## config.mk

```make
export PLATFORM = sky130hd
export DESIGN_NAME = mem_access_unit
export DESIGN_NICKNAME = d
export VERILOG_FILES = /design/src/rtl/mem_access_pkg.sv /design/src/rtl/mem_access_stats.sv /design/src/rtl/mem_access_unit.sv
export SDC_FILE = /design/constraint.sdc
export NUM_CORES = 1
export LEC_CHECK = 0
export BUFFER_PORTS_ARGS = -buffer_cell sky130_fd_sc_hd__buf_2
export CORE_ASPECT_RATIO = 0.7
export CORE_MARGIN = 2
export CORE_UTILIZATION = 36
export DETAILED_ROUTE_END_ITERATION = 10
export PLACE_DENSITY = 0.85
export SYNTH_ARGS = -nofsm -noshare
export SYNTH_HDL_FRONTEND = slang
export SYNTH_SLANG_ARGS = --single-unit
export TNS_END_PERCENT = 5
```

## constraint.sdc

```tcl
create_clock -name clk -period 1.6 [get_ports clk]
set_clock_uncertainty 0.15 [all_clocks]
set_input_delay 0.16 -clock clk [delete_from_list [all_inputs] [get_ports clk]]
set_output_delay 0.16 -clock clk [all_outputs]
set_load 0.01 [all_outputs]
```

## src/rtl/mem_access_pkg.sv

```systemverilog
// Shared widths, request slot type and address-fault rule for the memory-access stage.
package mem_access_pkg;

  localparam int MA_ADDR_W = 11;
  localparam int MA_DATA_W = 32;
  localparam int MA_TAG_W  = 5;
  localparam int MA_STAT_W = 32;

  typedef struct packed {
    logic                we;
    logic                err;
    logic [MA_TAG_W-1:0] tag;
  } mem_req_t;

  // Encoding is {rsp_valid, s1_valid}, so the two valid bits are the state.
  typedef enum logic [1:0] {
    EMPTY    = 2'b00,
    S1_ONLY  = 2'b01,
    RSP_ONLY = 2'b10,
    BOTH     = 2'b11
  } occ_state_t;

  // Misaligned, or beyond the last byte of a 2**aw word memory.
  function automatic logic addr_fault(input logic [31:0] addr, input int unsigned aw);
    return (addr[1:0] != 2'b00) || ((addr >> (aw + 2)) != 32'd0);
  endfunction

endpackage

```

## src/rtl/mem_access_stats.sv

```systemverilog
// Saturating counters of accepted loads, stores and faulting requests.
module mem_access_stats
  import mem_access_pkg::*;
(
  input  logic                 clk,
  input  logic                 reset,
  input  logic                 inc_load,
  input  logic                 inc_store,
  input  logic                 inc_fault,
  output logic [MA_STAT_W-1:0] stat_loads,
  output logic [MA_STAT_W-1:0] stat_stores,
  output logic [MA_STAT_W-1:0] stat_faults
);

  always_ff @(posedge clk or posedge reset) begin
    if (reset) begin
      stat_loads  <= '0;
      stat_stores <= '0;
      stat_faults <= '0;
    end else begin
      if (inc_load && (stat_loads != '1))
        stat_loads <= stat_loads + 1'b1;
      if (inc_store && (stat_stores != '1))
        stat_stores <= stat_stores + 1'b1;
      if (inc_fault && (stat_faults != '1))
        stat_faults <= stat_faults + 1'b1;
    end
  end

endmodule

```

## src/rtl/mem_access_unit.sv

```systemverilog
// Memory-access stage: EX request -> sync data memory -> in-order WB response.
// Optional request counters are built when MEM_ACCESS_STATS_EN is defined.
//
// state    | meaning
// EMPTY    | nothing in flight
// S1_ONLY  | request issued to memory, awaiting read data
// RSP_ONLY | response presented to WB, S1 free
// BOTH     | response presented and another request in S1
module mem_access_unit
  import mem_access_pkg::*;
#(
  parameter int ADDR_W = MA_ADDR_W,
  parameter int DATA_W = MA_DATA_W,
  parameter int TAG_W  = MA_TAG_W
) (
  input  logic              clk,
  input  logic              reset,
  input  logic              req_valid,
  output logic              req_ready,
  input  logic              req_we,
  input  logic [31:0]       req_addr,
  input  logic [DATA_W-1:0] req_wdata,
  input  logic [TAG_W-1:0]  req_tag,
  output logic              mem_w_en,
  output logic [ADDR_W-1:0] mem_w_adrs,
  output logic [DATA_W-1:0] mem_data_in,
  output logic              mem_r_en,
  output logic [ADDR_W-1:0] mem_r_adrs,
  input  logic [DATA_W-1:0] mem_data_out,
  output logic              rsp_valid,
  input  logic              rsp_ready,
  output logic              rsp_we,
  output logic              rsp_err,
  output logic [TAG_W-1:0]  rsp_tag,
  output logic [DATA_W-1:0] rsp_data
`ifdef MEM_ACCESS_STATS_EN
  ,
  output logic [31:0]       stat_loads,
  output logic [31:0]       stat_stores,
  output logic [31:0]       stat_faults
`endif
);

  occ_state_t        state;
  occ_state_t        state_nxt;
  mem_req_t          s1;
  logic              s1_valid;
  logic              req_err;
  logic              adv;
  logic              acc;
  logic [ADDR_W-1:0] word_adrs;

  assign s1_valid  = state[0];
  assign rsp_valid = state[1];
  assign req_err   = addr_fault(req_addr, ADDR_W);
  assign word_adrs = req_addr[ADDR_W+1:2];

  assign mem_w_adrs  = word_adrs;
  assign mem_r_adrs  = word_adrs;
  assign mem_data_in = req_wdata;

  always_ff @(posedge clk or posedge reset) begin
    if (reset)
      state <= EMPTY;
    else
      state <= state_nxt;
  end

  always_comb begin
    state_nxt = state;
    case (state)
      EMPTY:    state_nxt = acc ? S1_ONLY : EMPTY;
      S1_ONLY:  state_nxt = acc ? BOTH : RSP_ONLY;
      RSP_ONLY: state_nxt = acc ? (rsp_ready ? S1_ONLY : BOTH)
                                : (rsp_ready ? EMPTY : RSP_ONLY);
      BOTH:     state_nxt = adv ? (acc ? BOTH : RSP_ONLY) : BOTH;
      default:  state_nxt = EMPTY;
    endcase
  end

  always_comb begin
    adv       = 1'b0;
    req_ready = 1'b0;
    case (state)
      EMPTY, RSP_ONLY: req_ready = 1'b1;
      S1_ONLY: begin
        adv       = 1'b1;
        req_ready = 1'b1;
      end
      BOTH: begin
        adv       = rsp_ready;
        req_ready = rsp_ready;
      end
      default: begin
        adv       = 1'b0;
        req_ready = 1'b0;
      end
    endcase
    if (reset)
      req_ready = 1'b0;
    acc      = req_valid & req_ready;
    mem_w_en = acc &  req_we & ~req_err;
    mem_r_en = acc & ~req_we & ~req_err;
  end

  // A held RSP blocks acceptance, so mem_data_out cannot change under S1.
  always_ff @(posedge clk or posedge reset) begin
    if (reset) begin
      s1       <= '0;
      rsp_we   <= 1'b0;
      rsp_err  <= 1'b0;
      rsp_tag  <= '0;
      rsp_data <= '0;
    end else begin
      if (acc) begin
        s1.we  <= req_we;
        s1.err <= req_err;
        s1.tag <= MA_TAG_W'(req_tag);
      end
      if (adv) begin
        rsp_we   <= s1.we;
        rsp_err  <= s1.err;
        rsp_tag  <= TAG_W'(s1.tag);
        rsp_data <= (s1.we | s1.err) ? '0 : mem_data_out;
      end
    end
  end

`ifdef MEM_ACCESS_STATS_EN
  mem_access_stats u_stats (
    .clk        (clk),
    .reset      (reset),
    .inc_load   (acc & ~req_we & ~req_err),
    .inc_store  (acc &  req_we & ~req_err),
    .inc_fault  (acc &  req_err),
    .stat_loads (stat_loads),
    .stat_stores(stat_stores),
    .stat_faults(stat_faults)
  );
`endif

endmodule

```

Word level (Yosys, flattened, before mapping):

Cells that the tools add are included.

* RAM bits: 0
* register bits: 48
* ROM bits: 0
* latch bits: 0
* word-level logic and storage cells: 35
* memories: 0

* shift operators: 0
* add/subtract/negate cells: 0
* reductions and logical operators: 5
* order comparisons: 0
* multipliers: 0
* equality and inequality tests: 3
* bitwise operators: 8
* muxes and demuxes: 11
* divide/modulo/power cells: 0

Operators by type and width (count)
* 32-bit two-way mux: 1
* 32-bit nonzero test: 1
* 2-bit one-hot mux with 4 select lines: 1
* 2-bit two-way mux: 3
* 1-bit AND: 5
* 2-bit == test (second input constant): 2
* 1-bit two-way mux: 4
* 1-bit one-hot mux with 2 select lines: 2
* 3-bit OR reduction: 1
* 2-bit by 1-bit == test with 1-bit output (second input constant): 1
* 2-bit logical NOT: 1
* 1-bit NOT: 2
* 2-bit nonzero test: 1
* 1-bit logical OR: 1
* 1-bit OR: 1

Longest topological paths before layout:

Gate-level depths: netlist of run 1.

* depth in word-level cells: 8
* gate-level depth with buffers: 6

Least setup slack after synthesis of run 1:

OpenSTA, ideal clock, no wires.

* path kind: input to output
* from: in reset
* to: out req_ready
* required time: 1290 ps
* buffers on the path: 0
* stages on the path: 2
* arrival time: 1477 ps
* slack: -187 ps
* cells stage by stage: inv_1 and2_1

* cells in the longest elaborated chain, start to end: 1

RTL lines
* start: declaration: line mem_access_unit.sv:17 `input logic reset,`
* 1-bit two-way mux: line mem_access_unit.sv:99 `if (reset)`
* end: declaration: line mem_access_unit.sv:19 `output logic req_ready,`

No other way between the ends.

Worst setup path in the final report of run 1:

* from: reg state[0]
* to: out mem_w_en

* cells in the longest elaborated chain, start to end: 7

RTL lines
* start: declaration: line mem_access_unit.sv:44 `occ_state_t state;`
* start signal: assignment: line mem_access_unit.sv:66 `state <= state_nxt;`
* 2-bit == test, or another cell as far along: line mem_access_unit.sv:84 `case (state)`
* 3-bit OR reduction (no source line)
* 1-bit one-hot mux with 2 select lines (*): line mem_access_unit.sv:84
* 1-bit two-way mux (*): line mem_access_unit.sv:99
* 1-bit AND (*): line mem_access_unit.sv:101 `acc = req_valid & req_ready;`
* 1-bit AND (*) (2 in a row): line mem_access_unit.sv:102 `mem_w_en = acc & req_we & ~req_err;`
* end: declaration: line mem_access_unit.sv:24 `output logic mem_w_en,`

Mark *: on every way between the ends. The rest lies on a longest branch, timed or not.

==> reports/metrics.cfg, run 1 <==
[final_layout]
antennaDiodeCount = 0
nNetsFinal = 386
layout_common_cells = buf_2 (105), dfrtp_1 (47), nand4_1 (33)
drive_above_1_share = 0.651
final_common_cell = buf_2
syn_to_final_growth_pct = 19.9
fin_cells = 375
finalCoreUtilization = 0.450

[hold_path]
worstHoldPathCells = 2
hp-start = req_we
holdCritPathClass = input port to flop

[floorplanning]
top_level_ports = 203
row_count = 25
initial_core_util = 0.375
core-area_um2 = 6790
die_h_um = 74.4
die_w_um = 105
fp.dieArea_um2 = 7780

[placement]
hpwlAfterDp_mm = 4.52
dp_cells = 358
globalplace.congestion = 0.735
io_buffers = 105

[pwr]
ir_drop_mv = 0.351
pwr-share-comb = 0.166
clockPowerShare = 0.345
p_per_area_nw_per_um2 = 902
p_sw_frac = 0.246
p_int_mw = 2.08
p_seq_frac = 0.489
p_switching_uw = 677
leakagePower_nw = 1.62

[timing]
hold-worst-slack_ns = 0.0362
setup_slack_ns = -0.0421
slew_viol_final = 0
timing.final.crit_share = 1.03
slew_headroom = 0.783
final_hold_viol_count = 0
timing.fmax_ghz = 0.609
rsz0062_at_grt = yes
period_minus_slack_ns = 1.64
worst_pin_slew_ns = 0.326
setup_violations = 1

[worst_setup_path]
r2r_start = state[0]$_DFF_PP0_
rr_worst_depth = 4
cp_max_fo = 3
max_stage_delay_ns = 0.43
crit_path_end_kind = output pin
crit_type = flop to output pin
cp_num_buf_inv = 1
arrival_ns = 1.33
cpMaxStageDelayCell = dfrtp_2
worst-r2r-setup-slack_ns = 0.09
critPathTopFamily = simple AND/OR/NAND/NOR gates
cp.required_ns = 1.29
cp.depth = 4
path_cells = nand3b_4 > nand2_4 > nor4_4 > buf_2
cp-startpoint = state[0]$_DFF_PP0_
cp-start-kind = flop

[detailed_routing]
dr.pass1.iters = 4
wire_per_inst_um = 15.8
vias_per_cell = 5.00
num_vias = 1874
dr.first_iter.drc_count = 43
routed_wirelength_mm = 5.94
ant_nets = 0
drc_errors = 0

[outcome]
status = finished with violations
violations = setup timing

[synth]
async_reset_ff_frac = 1.00
netlist_area_um2 = 2550
synthDistinctLibCells = 22
ys_ff_latch = 48
synth_compound_area_frac = 0.132
yosys.area_share.adder = 0
synth_nets = 325
yosysWarnings = 0
ys.flop_type = dfrtp_1
synthXorXnorAreaFrac = 0
synth_edf_count = 0
synthSimpleGateAreaFrac = 0.129
synth_top_family_by_area = buffers and inverters
syn_area_per_cell_um2 = 11.6
synth_cells = 219
ys_seq_area_frac = 0.472
synthMuxAreaShare = 0.0663

[clocking]
cts_root_buf = clkbuf_8
cts_max_level = 2
clk_latency_ns = 0.29
cts_num_sinks = 48
cts_buffers = 5
cts_tree = yes
cts_buffer_depth = 2
cts.clk_slew.worst_paths_ns = 0.08

[flow_run]
maxCapViolations = 0

[global_routing]
overflow = 0
grt_pass1_vias = 1880
grt_max_degree = 30
antenna_found_initial = 0
grt_pass1_wl_mm = 9.34
grt_use_total = 0.155

-- repair_timing --
item,in CTS,in global routing
hold endpoints to repair,53,0
endpoints found under the setup margin,2,3
resized for setup,6,5
buffers inserted,3,0
hold buffers,6,0
pin swaps,2,2
-- cells by family (layout without fill, tap and decap cells) --
kind of cell,Yosys count,in the layout
AO/OA/AOI/OAI,34,34
AND/OR/NAND/NOR,52,52
flip-flops,48,48
multiplexers,13,13
buffers and inverters,72,134
-- power groups by stage --
stage / combinational [mW] / clock (mW) / sequential [mW]
2_1_floorplan: 0.354 / 0 / 1.39
3_3_place_gp: 0.415 / 0 / 1.37
3_5_place_dp: 0.428 / 0 / 1.37
4_1_cts: 0.455 / 0.988 / 1.35
5_1_grt: 0.502 / 1.03 / 1.36
6_report: 0.458 / 0.949 / 1.35
-- state kept, by name (all words and copies together), names as in the netlist --
| signal | cells |
|---|---|
| rsp_data | 32 |
| s1 | 7 |
| state | 2 |
| rsp_we | 1 |
| rsp_err | 1 |
| rsp_tag | 5 |
-- routing by layer --
layer,up-vias,GRT usage,wire length (um)
met5,-,0,0
met4,0,0.0571,96
met3,13,0.0482,469
met2,105,0.271,3030
met1,913,0.184,2350
li1,843,-,-
-- synthesized netlist by cell type (2+ instances only) --
library cell | count | share of area
buf_6 | 3 | 0.013
dfrtp_1 | 48 | 0.47
nand4_1 | 33 | 0.081
mux2_4 | 6 | 0.035
mux2_2 | 7 | 0.031
nor4_1 | 6 | 0.015
a21bo_2 | 32 | 0.13
nand2_1 | 3 | 0.0044
buf_4 | 56 | 0.17
inv_1 | 2 | 0.0029
nand2b_1 | 2 | 0.0049
clkbuf_1 | 3 | 0.0044
buf_2 | 8 | 0.016
nor2_1 | 2 | 0.0029
-- area by class of cell --
class                           instances  area (um^2)
Fill cell                             652         3730
Sequential cell                        48         1200
Multi-Input combinational cell         99          901
Timing Repair Buffer                  124          696
Tap cell                               94          118
Clock buffer                            7         96.3
Clock inverter                          1         30.0
Inverter                                2         11.3
-- final timing paths --
check                                      endpoint
setup reg to reg             rsp_tag[1]$_DFFE_PP0N_
min in group asynchronous   rsp_data[0]$_DFFE_PP0N_
hold reg to reg            rsp_data[24]$_DFFE_PP0N_
max in group asynchronous  rsp_data[13]$_DFFE_PP0N_
hold / removal                    s1[6]$_DFFE_PP0P_
setup / recovery                           mem_w_en
-- through the flow --
stage                     area [um^2]  power [mW]  setup slack (ns)  setup TNS [ns]
after global placement           2780        1.78            0.0333               0
after detailed placement         2780        1.80           -0.0260         -0.0260
after global routing             3050        2.89            -0.122          -0.231
after floorplan                  2550        1.74            0.0809               0
final                            3050        2.75           -0.0421         -0.0421
after CTS                        3020        2.79           -0.0995          -0.185
-- worst reg2reg max path: stages (launching register included) --
cell and delay (ns):
dfrtp_2 0.43, buf_4 0.16, nand2_2 0.12, buf_12 0.17, mux2_2 0.36
Note: power is estimated with default switching activity, not from simulation.
==> run 2, diff against run 1 <==
- CORE_MARGIN: 2 -> not set
==> reports/metrics.cfg, run 2 (synthesis results as in run 1) <==
[outcome]
status = finished with violations
violations = setup timing

[floorplanning]
top_level_ports = 203
initial_core_util = 0.375
die_h_um = 72.4
fp.dieArea_um2 = 7420
row_count = 25
core-area_um2 = 6790
die_w_um = 103

[placement]
dp_slack_ns = 0.116
dp_cells = 356
dpl_cell_area_um2 = 2750
hpwlAfterDp_mm = 4.07
io_buffers = 105
globalplace.congestion = 0.714

[pwr]
ir_drop_mv = 0.333
p_sw_frac = 0.256
p_seq_frac = 0.502
leakagePower_nw = 1.61
p_per_area_nw_per_um2 = 892
p_switching_uw = 685
p_int_mw = 1.99
pwr-share-comb = 0.166
finalPower_mw = 2.68
clockPowerShare = 0.332

[timing]
period_minus_slack_ns = 1.65
slew_headroom = 0.588
rsz0062_at_grt = yes
worst_pin_slew_ns = 0.618
timing.final.crit_share = 1.03
setup_slack_ns = -0.0467
timing.fmax_ghz = 0.607
setup_tns_ns = -0.0572
final_hold_viol_count = 0
slew_viol_final = 0
hold-worst-slack_ns = 0.0654
setup_violations = 2

[clocking]
cts_buffers = 5
cts.clk_slew.worst_paths_ns = 0.09
cts_max_level = 2
cts_num_sinks = 48
cts_tree = yes
cts_root_buf = clkbuf_8
clk_latency_ns = 0.30
cts_buffer_depth = 2

[detailed_routing]
ant_nets = 0
routed_wirelength_mm = 5.69
vias_per_cell = 4.85
num_vias = 1817
drc_errors = 0
dr.pass1.iters = 4
wire_per_inst_um = 15.2
dr.first_iter.drc_count = 59

[hold_path]
holdCritPathClass = input port to flop

[final_layout]
layout_common_cells = buf_2 (105), dfrtp_1 (48), nand4_1 (33)
final_common_cell = buf_2
final_cell_area_um2 = 3000
syn_to_final_growth_pct = 17.8
finalCoreUtilization = 0.442
antennaDiodeCount = 0
regMostFlops = rsp_data
nNetsFinal = 386
largest_register_ffs = 32
fin_cells = 375
largest_registers = rsp_data x32, s1 x7, rsp_tag x5
drive_above_1_share = 0.633
fill_cells = 686

[worst_setup_path]
crit_type = input port to output pin
cp.required_ns = 1.29
arrival_ns = 1.34
cp-start-kind = input port
cp_max_fo = 3
crit_path_end_kind = output pin

[global_routing]
grt_pass1_vias = 1853
grt_max_degree = 49
grt_pass1_wl_mm = 8.96
antenna_found_initial = 0
grt_use_total = 0.156
overflow = 0

[flow_run]
maxCapViolations = 0

[run 2: power groups by stage]
stage	clock network, mW	logic (mW)	registers, mW
final	0.888	0.444	1.35
after global routing	0.973	0.490	1.36
after CTS	0.932	0.452	1.35
after detailed placement	0	0.419	1.37
after global placement	0	0.404	1.37
after floorplan	0	0.354	1.39
[run 2: per-layer routing]
metal,track usage,part of all wire,up-vias
met5,0,0,-
met4,0.0460,0.013,0
met3,0.0472,0.062,17
met2,0.268,0.50,76
met1,0.187,0.43,884
li1,-,-,840
[run 2: critical path, stage by stage]
cell and delay, ns:
dlygate4sd3_1 0.52, buf_2 0.13, inv_1 0.07, nor4_4 0.28
buf_2 0.18
[run 2: layout make-up]
cell class | instances | area [um^2] | share of cell area
multi-input combinational | 99 | 865 | 0.288
sequential | 48 | 1200 | 0.400
inverter | 2 | 11.3 | 0.00375
clock buffer | 5 | 68.8 | 0.0229
clock inverter | 3 | 47.5 | 0.0158
timing repair buffer | 124 | 689 | 0.230
tap | 94 | 118 | 0.0392
[run 2: path summary, 6_finish.rpt]
path / from / endpoint / slack [ns] / cells after the start
max in group asynchronous: reset / rsp_we$_DFFE_PP0N_ / 0.37 / 4
min in group asynchronous: reset / rsp_data[3]$_DFFE_PP0N_ / 0.49 / 4
max reg2reg: state[1]$_DFF_PP0_ / rsp_data[21]$_DFFE_PP0N_ / 0.03 / 5
min: mem_data_out[17] / rsp_data[17]$_DFFE_PP0N_ / 0.07 / 3
min reg2reg: rsp_data[24]$_DFFE_PP0N_ / rsp_data[24]$_DFFE_PP0N_ / 0.34 / 1
max: req_we / mem_w_en / -0.05 / 5
[run 2: what timing repair did]
action / CTS / global route
hold endpoints to repair: 54 / 0
pin swaps: 2 / 0
gates resized for setup: 4 / 2
hold buffers: 7 / 0
setup buffers: 4 / 0
setup endpoints to repair: 2 / 35
